<file path="config.mk">
export PLATFORM = sky130hd
export DESIGN_NAME = linebuf_ctrl
export DESIGN_NICKNAME = d
export VERILOG_FILES = /design/src/rtl/linebuf_ctrl.sv
export SDC_FILE = /design/constraint.sdc
export NUM_CORES = 1
export LEC_CHECK = 0
export CORE_ASPECT_RATIO = 1.4
export CORE_MARGIN = 5
export CORE_UTILIZATION = 50
export CTS_CLUSTER_DIAMETER = 200
export CTS_CLUSTER_SIZE = 20
export DETAILED_ROUTE_END_ITERATION = 7
export PLACE_DENSITY = 0.78
export SLEW_MARGIN = 10
export SYNTH_ARGS = -nofsm -noshare
export SYNTH_HDL_FRONTEND = slang
export SYNTH_SLANG_ARGS = --single-unit
export TNS_END_PERCENT = 50
</file>
<file path="constraint.sdc">
create_clock -name clk -period 1.8 [get_ports clk]
set_input_delay 0.27 -clock clk [delete_from_list [all_inputs] [get_ports clk]]
set_output_delay 0.27 -clock clk [all_outputs]
set_load 0.005 [all_outputs]
</file>
<file path="src/rtl/linebuf_ctrl.sv">
// linebuf_ctrl: write/read sequencing for a three-line buffer built from three
// single-line RAMs. Incoming pixels are written round-robin, one line per RAM.
// Once two full lines are stored, each new pixel is written and the same column
// is read from all three RAMs, producing a three-line vertical window.
//
// Ports
//   clk          single clock, rising edge
//   rst_n        synchronous active-low reset
//   in_valid     a pixel is presented this cycle (accepted beat)
//   frame_start  accepted beat is pixel (0,0) of a new frame (ignored if !in_valid)
//   wr_en        one-hot write strobe to line RAMs 0..2 (combinational)
//   wr_addr      write address, the current column (combinational)
//   rd_en        read all three RAMs at rd_addr (combinational)
//   rd_addr      read address, always equal to wr_addr
//   out_sel      index of the RAM holding the newest line, aligned with out_valid
//   out_valid    three-line column output is valid (registered)
//   eol          one-cycle pulse after the last column of a line (registered)
//   eof          one-cycle pulse after the last pixel of a frame (registered)
module linebuf_ctrl #(
  parameter int unsigned ADDR_WIDTH = 7,
  parameter int unsigned LENGTH     = 100,
  parameter int unsigned LINES      = 64
) (
  input  logic                  clk,
  input  logic                  rst_n,
  input  logic                  in_valid,
  input  logic                  frame_start,
  output logic [2:0]            wr_en,
  output logic [ADDR_WIDTH-1:0] wr_addr,
  output logic                  rd_en,
  output logic [ADDR_WIDTH-1:0] rd_addr,
  output logic [1:0]            out_sel,
  output logic                  out_valid,
  output logic                  eol,
  output logic                  eof
);

  localparam logic [ADDR_WIDTH-1:0] ColLast  = ADDR_WIDTH'(LENGTH - 1);
  localparam logic [ADDR_WIDTH-1:0] ColOne   = ADDR_WIDTH'(1);
  localparam logic [7:0]            LineLast = 8'(LINES - 1);

  // StFill0/StFill1: first and second line of a frame are being stored, no
  // window is available yet. StRun: every beat produces a window column.
  typedef enum logic [1:0] {
    StIdle,
    StFill0,
    StFill1,
    StRun
  } state_e;

  state_e                  state_q, state_d;
  logic [ADDR_WIDTH-1:0]   col_q, col_d;
  logic [7:0]              line_q, line_d;
  logic [1:0]              wr_sel_q, wr_sel_d;
  logic                    out_valid_q, out_valid_d;
  logic [1:0]              out_sel_q, out_sel_d;
  logic                    eol_q, eol_d;
  logic                    eof_q, eof_d;

  logic                    restart;
  logic                    end_of_line;

  // A frame_start beat, or any beat while idle, is pixel (0,0) of a new frame.
  assign restart     = frame_start || (state_q == StIdle);
  assign end_of_line = (col_q == ColLast);

  // -------------------------------------------------------------------------
  // State register
  // -------------------------------------------------------------------------
  always_ff @(posedge clk) begin
    if (!rst_n) begin
      state_q     <= StIdle;
      col_q       <= '0;
      line_q      <= '0;
      wr_sel_q    <= '0;
      out_valid_q <= 1'b0;
      out_sel_q   <= '0;
      eol_q       <= 1'b0;
      eof_q       <= 1'b0;
    end else begin
      state_q     <= state_d;
      col_q       <= col_d;
      line_q      <= line_d;
      wr_sel_q    <= wr_sel_d;
      out_valid_q <= out_valid_d;
      out_sel_q   <= out_sel_d;
      eol_q       <= eol_d;
      eof_q       <= eof_d;
    end
  end

  // -------------------------------------------------------------------------
  // Next-state logic
  // -------------------------------------------------------------------------
  always_comb begin
    state_d     = state_q;
    col_d       = col_q;
    line_d      = line_q;
    wr_sel_d    = wr_sel_q;
    out_valid_d = 1'b0;
    out_sel_d   = out_sel_q;
    eol_d       = 1'b0;
    eof_d       = 1'b0;

    if (in_valid) begin
      if (restart) begin
        // This beat is written to RAM 0 column 0; counters point at column 1.
        // Restart overrides any end-of-line/frame update, so an aborted frame
        // produces no eol/eof.
        state_d  = StFill0;
        col_d    = ColOne;
        line_d   = '0;
        wr_sel_d = '0;
      end else begin
        if (state_q == StRun) begin
          out_valid_d = 1'b1;
          out_sel_d   = wr_sel_q;
        end

        if (end_of_line) begin
          col_d = '0;
          eol_d = 1'b1;
          if ((state_q == StRun) && (line_q == LineLast)) begin
            eof_d    = 1'b1;
            line_d   = '0;
            wr_sel_d = '0;
            state_d  = StIdle;
          end else begin
            line_d   = line_q + 8'd1;
            wr_sel_d = (wr_sel_q == 2'd2) ? 2'd0 : wr_sel_q + 2'd1;
            unique case (state_q)
              StFill0: state_d = StFill1;
              StFill1: state_d = StRun;
              default: state_d = state_q;
            endcase
          end
        end else begin
          col_d = col_q + ColOne;
        end
      end
    end
  end

  // -------------------------------------------------------------------------
  // RAM control, combinational from registered state and the current beat
  // -------------------------------------------------------------------------
  always_comb begin
    wr_en   = 3'b000;
    wr_addr = col_q;
    if (in_valid) begin
      if (frame_start) begin
        // The restarting beat always lands at RAM 0, column 0.
        wr_en   = 3'b001;
        wr_addr = '0;
      end else begin
        unique case (wr_sel_q)
          2'd0:    wr_en = 3'b001;
          2'd1:    wr_en = 3'b010;
          2'd2:    wr_en = 3'b100;
          default: wr_en = 3'b000;
        endcase
      end
    end
  end

  assign rd_addr   = wr_addr;
  assign rd_en     = in_valid && (state_q == StRun);

  assign out_valid = out_valid_q;
  assign out_sel   = out_sel_q;
  assign eol       = eol_q;
  assign eof       = eof_q;

endmodule

</file>
### After elaboration in Yosys (flattened, before gate mapping)

Cells that the tools add are included.
Widths: inputs -> output; s select.

| storage, ports and cells | value |
|---|---|
| register bits after elaboration | 24 |
| input bits | 4 |
| output and inout bits | 23 |

| cells by class | value |
|---|---|
| add/subtract/negate cells | 3 |
| equal/unequal tests | 7 |
| mux-type cells | 21 |
| bitwise operators | 4 |
| reduce and logical (&&, ||, !) cells | 12 |

Operators by type and width:

| cell | number |
|---|---|
| $mux 7 | 4 |
| $mux 8 | 3 |
| $mux 2 | 7 |
| $pmux 3 s3 | 1 |
| $add 8x1->8 const B | 1 |
| $eq 8x6->1 const B | 1 |
| $add 7x1->7 const B | 1 |
| $eq 7x7->1 const B | 1 |
| $eq 2x2->1 const B | 3 |
| $mux 3 | 2 |
| $reduce_and 3->1 | 2 |
| $eq 2x1->1 const B | 2 |
| $logic_not 2->1 | 2 |
| $not 1->1 | 4 |
| $pmux 2 s2 | 1 |
| $reduce_bool 4->1 | 1 |
| $reduce_or 4->1 | 1 |
| $mux 1 | 3 |
| $reduce_or 3->1 | 1 |
| $add 2x1->2 const B | 1 |
| $logic_and 1x1->1 | 2 |
| $reduce_and 2->1 | 1 |
| $reduce_bool 2->1 | 1 |
| $logic_or 1x1->1 | 1 |

### Logic depth before layout (Yosys ltp)

| depth | value |
|---|---|
| depth after elaboration | 5 |
| mapped depth | 7 |
| gate-level depth less buffers | 6 |

### Worst setup path after synthesis

No wires, ideal clock.

| timing | value |
|---|---|
| path kind | reg-to-reg |
| from | reg col_q[0] |
| to | reg line_q[7] |
| library setup time | 0.069 ns |
| arrival | 1.551 ns |
| setup slack | 0.180 ns |
| stages on the path, launching flop included | 7 |
| buffers on the path | 1 |
| period minus slack after synthesis | 1.620 ns |
| cell sequence | dfxtp_1 ha_1 and3b_1 buf_2 a21oi_2 or4_4 a21oi_2 |

| on the way | value |
|---|---|
| cells in the longest elaborated chain, start to end | 3 |

Ends and longest elaborated chain:

| what | RTL line | RTL |
|---|---|---|
| start: declaration | 52 | `logic [ADDR_WIDTH-1:0] col_q, col_d;` |
| start signal: assignment | 82 | `col_q <= col_d;` |
| $eq 7x7->1 | 65 | `assign end_of_line = (col_q == ColLast);` |
| $reduce_bool 2->1 (no source line) | -- |  |
| $reduce_and 2->1 (no source line) | -- |  |
| end signal: assignment | 83 | `line_q <= line_d;` |
| end: declaration | 53 | `logic [7:0] line_q, line_d;` |

No other way between the ends.
A chain may end at the register's enable or synchronous reset.

### Final worst setup path

| timing | value |
|---|---|
| from | reg state_q[1] |
| to | out rd_en |

| on the way | value |
|---|---|
| cells in the longest elaborated chain, start to end | 2 |

Ends and longest elaborated chain:

| what | RTL line | RTL |
|---|---|---|
| start: declaration | 51 | `state_e state_q, state_d;` |
| start signal: assignment | 72 | `state_q <= StIdle;` |
| start signal: assignment | 81 | `state_q <= state_d;` |
| $eq 2x2->1 | 167 | `assign rd_en = in_valid && (state_q == StRun);` |
| $logic_and 1x1->1 | 167 |  |
| end: declaration | 30 | `output logic rd_en,` |

No other way between the ends.

==> summary.md <==
| Metric | Value |
|---|---|
| Die area | `3779 um2` |
| Fin crit share | `between 90% and 100%` |
| Mean routed wirelength per cell | `14.11 um` |
| Final hold violations | `0` |
| Crit. End Element | `primary output` |
| Register area share after synthesis | `36.43%` |
| Outcome | `finished, final reports clean` |
| Initial antenna violation count | `0` |
| Worst r2r src | `state_q[0]` |
| Slew @ Worst Pin | `274.3 ps` |
| Asr flop ratio synth | `0%` |
| Die Y | `70.77 um` |
| Number of synthesized flops with an enable pin | `0` |
| Netlist cell types | `46` |
| Crit path time final | `1748 ps` |
| Largest net degree at the start of global routing | `15` |
| Most common cell after layout, fill and taps aside | `clkdlybuf4s50_1` |
| Netlist Area Pre-Place | `between 1000 and 1500 um2` |
| Yosys warnings | `0` |
| Worst setup path end | `rd_en` |
| Syn avg cell area | `8.619 um2` |
| Final slew viol count | `0` |
| Gate count of the mapped netlist | `between 150 and 200` |
| Reg-to-Reg End | `line_q[7]` |
| Vias in the first global route | `1,169` |
| Max rail drop VDD | `0.0003237 V` |
| Rows | `22` |
| Via count | `approximately 1,200` |
| Htree depth | `1` |
| Clock slew at reported path FFs | `120 ps` |
| Clk_skew | `2.739 ps` |
| Layout cells sized above 1 | `24.19%` |
| Synthesis-to-finish area growth | `30.74%` |
| Post-synthesis register bit count | `24` |
| Ports | `27` |
| Initial cell density of the core | `50.97%` |
| Hold Crit Class | `register to register` |
| Core area | `2587 um2` |
| Worst-path maximum fanout | `4` |
| Port Buffers | `26` |
| Starting DRT DRC Count | `24` |
| Slew headroom | `81.55%` |
| Final worst slack | `51.59 ps` |
| CTS buffer count | `3` |
| Clock sinks | `24` |
| Fin cells | `222` |
| Dpl hpwl | `2337 um` |
| First-pass GRT wire length | `5257 um` |
| Skew-Pair Late Insertion Delay | `around 300 ps` |
| Hold Path Cell Cnt | `2` |
| Antenna Violating Nets Remaining | `0` |
| CTS tree | `built` |
| Arrival time worst endpoint | `approximately 1500 ps` |
| R2R depth | `6` |
| Finished Core Util | `66.63%` |
| Placed cells | `217` |
| Vias per std cell | `5.302` |
| Root Buffer | `clkbuf_4` |
| R2R Setup Slk | `around 60 ps` |
| Worst setup SP type | `register` |
| Global route total overflow | `0` |
| Top_reg_cell synth | `dfxtp_1` |
| Critical Path Start | `state_q[1]` |
| Hold Crit Start | `out_sel[0]` |
| Worst EP required | `1530 ps` |
| Achievable Freq | `0.5720 GHz` |
| Routability Congestion | `0.7908` |
| Most frequent cells in the layout | `22 x clkdlybuf4s50_1, 17 x dfxtp_1, 16 x buf_4` |
| Crit Path Class | `register to primary output` |
| Final #Nets | `197` |
| PD cells | `510.8 nW/um2` |
| Gr usage total | `a little under a fifth` |
| Remaining DRCs | `0` |
| Die X | `53.41 um` |
| Place WS | `-220.1 ps` |
| Final count of negative-setup-slack endpoints | `0` |
| Net Count, Synth | `approximately 160` |
| ANT cells | `0` |
| Max clock buf depth | `2` |
| DRT Wirelength | `3132 um` |
| Drt first pass iters | `4` |
| Leakage | `0.6477 nW` |
| Max-cap violations | `0` |
[per-stage QoR]
stage                     total power (W)  cell area, um2  setup TNS, ps  hold WS [ps]
after global placement          0.0006572            1653          -2840         452.2
after global routing            0.0009195            1724         -27.31         513.5
final                           0.0008808            1724              0         478.1
after detailed placement        0.0006612            1653          -3521         466.9
after CTS                       0.0008951            1689              0         484.8
after floorplan                 0.0006091            1319              0         406.5
[state kept, by name, indices dropped and copies added (netlist names)]
name and cells:
col_q 7, eof 1, eol 1, out_valid 1, wr_sel_q 2, out_sel 2
line_q 8, state_q 2
[cell type report]
type                       instances  area (um2)
timing repair buffer              42       375.4
inverter                           7       26.28
tap                               36       45.04
clock buffer                       3       22.52
fill                             251       863.3
sequential                        24       494.2
multi-input combinational        110       760.7
[Yosys cell counts (all sizes together), types with 2 or more instances]
library cell | count | share of area (%)
nor2 | 8 | 2.3
and3 | 5 | 2.5
a31oi | 2 | 0.95
and2 | 9 | 4.4
nor2b | 4 | 1.9
a21oi | 10 | 4.6
or4 | 2 | 1.4
buf | 9 | 4.9
xor2 | 3 | 2.0
o21ai | 9 | 3.4
nor3b | 3 | 2.9
inv | 7 | 2.0
or3 | 4 | 2.1
nand4 | 4 | 1.9
dfxtp | 24 | 36
clkbuf | 3 | 0.85
nand2 | 14 | 4.0
nand3 | 4 | 1.5
ha | 5 | 4.7
nor4b | 2 | 1.3
a21boi | 5 | 2.8
[repair_timing]
item,CTS,global route
gates cloned,0,0
setup endpoints to repair,19,11
hold buffers,0,0
buffers inserted,0,2
resized for setup,10,10
pin swaps,0,1
[worst min-delay path by stage]
stage	endpoint
2_1_floorplan	eol
3_3_place_gp	out_sel[0]
3_5_place_dp	out_sel[0]
4_1_cts	out_sel[0]
5_1_grt	out_sel[0]
6_report	out_sel[0]
[routing by layer]
layer	global-route usage (%)	share of wire, %	wire length [um]	vias to the layer above
met5	0	0	0	-
met2	30.56	54	1692	14
li1	-	-	-	598
met3	3.368	2.2	70	4
met1	22.95	43	1341	561
met4	4.261	0.93	29	0
[critical path, stage by stage, from the launching register on]
cell and delay, ps:
dfxtp_4 390, ha_4 160, and2_1 130, clkdlybuf4s50_1 500
[kinds of logic after synthesis]
family	share of synthesized area, %
buf+inv	7.780
fa+ha+maj	4.744
flops	36.43
compound gates	18.31
mux	0.7590
xor+xnor	2.657
simple gates	29.32
[where the power goes]
| part | leakage [nW] | switching [W] | internal [W] | total, W |
|---|---|---|---|---|
| clock | 0.0138 | 0.000150 | 0.0000781 | 0.000228 |
| sequential | 0.198 | 0.00000666 | 0.000536 | 0.000542 |
| combinational | 0.436 | 0.0000569 | 0.0000537 | 0.000111 |
| total | 0.648 | 0.000213 | 0.000668 | 0.000881 |
(Power assumes the default switching activity.)
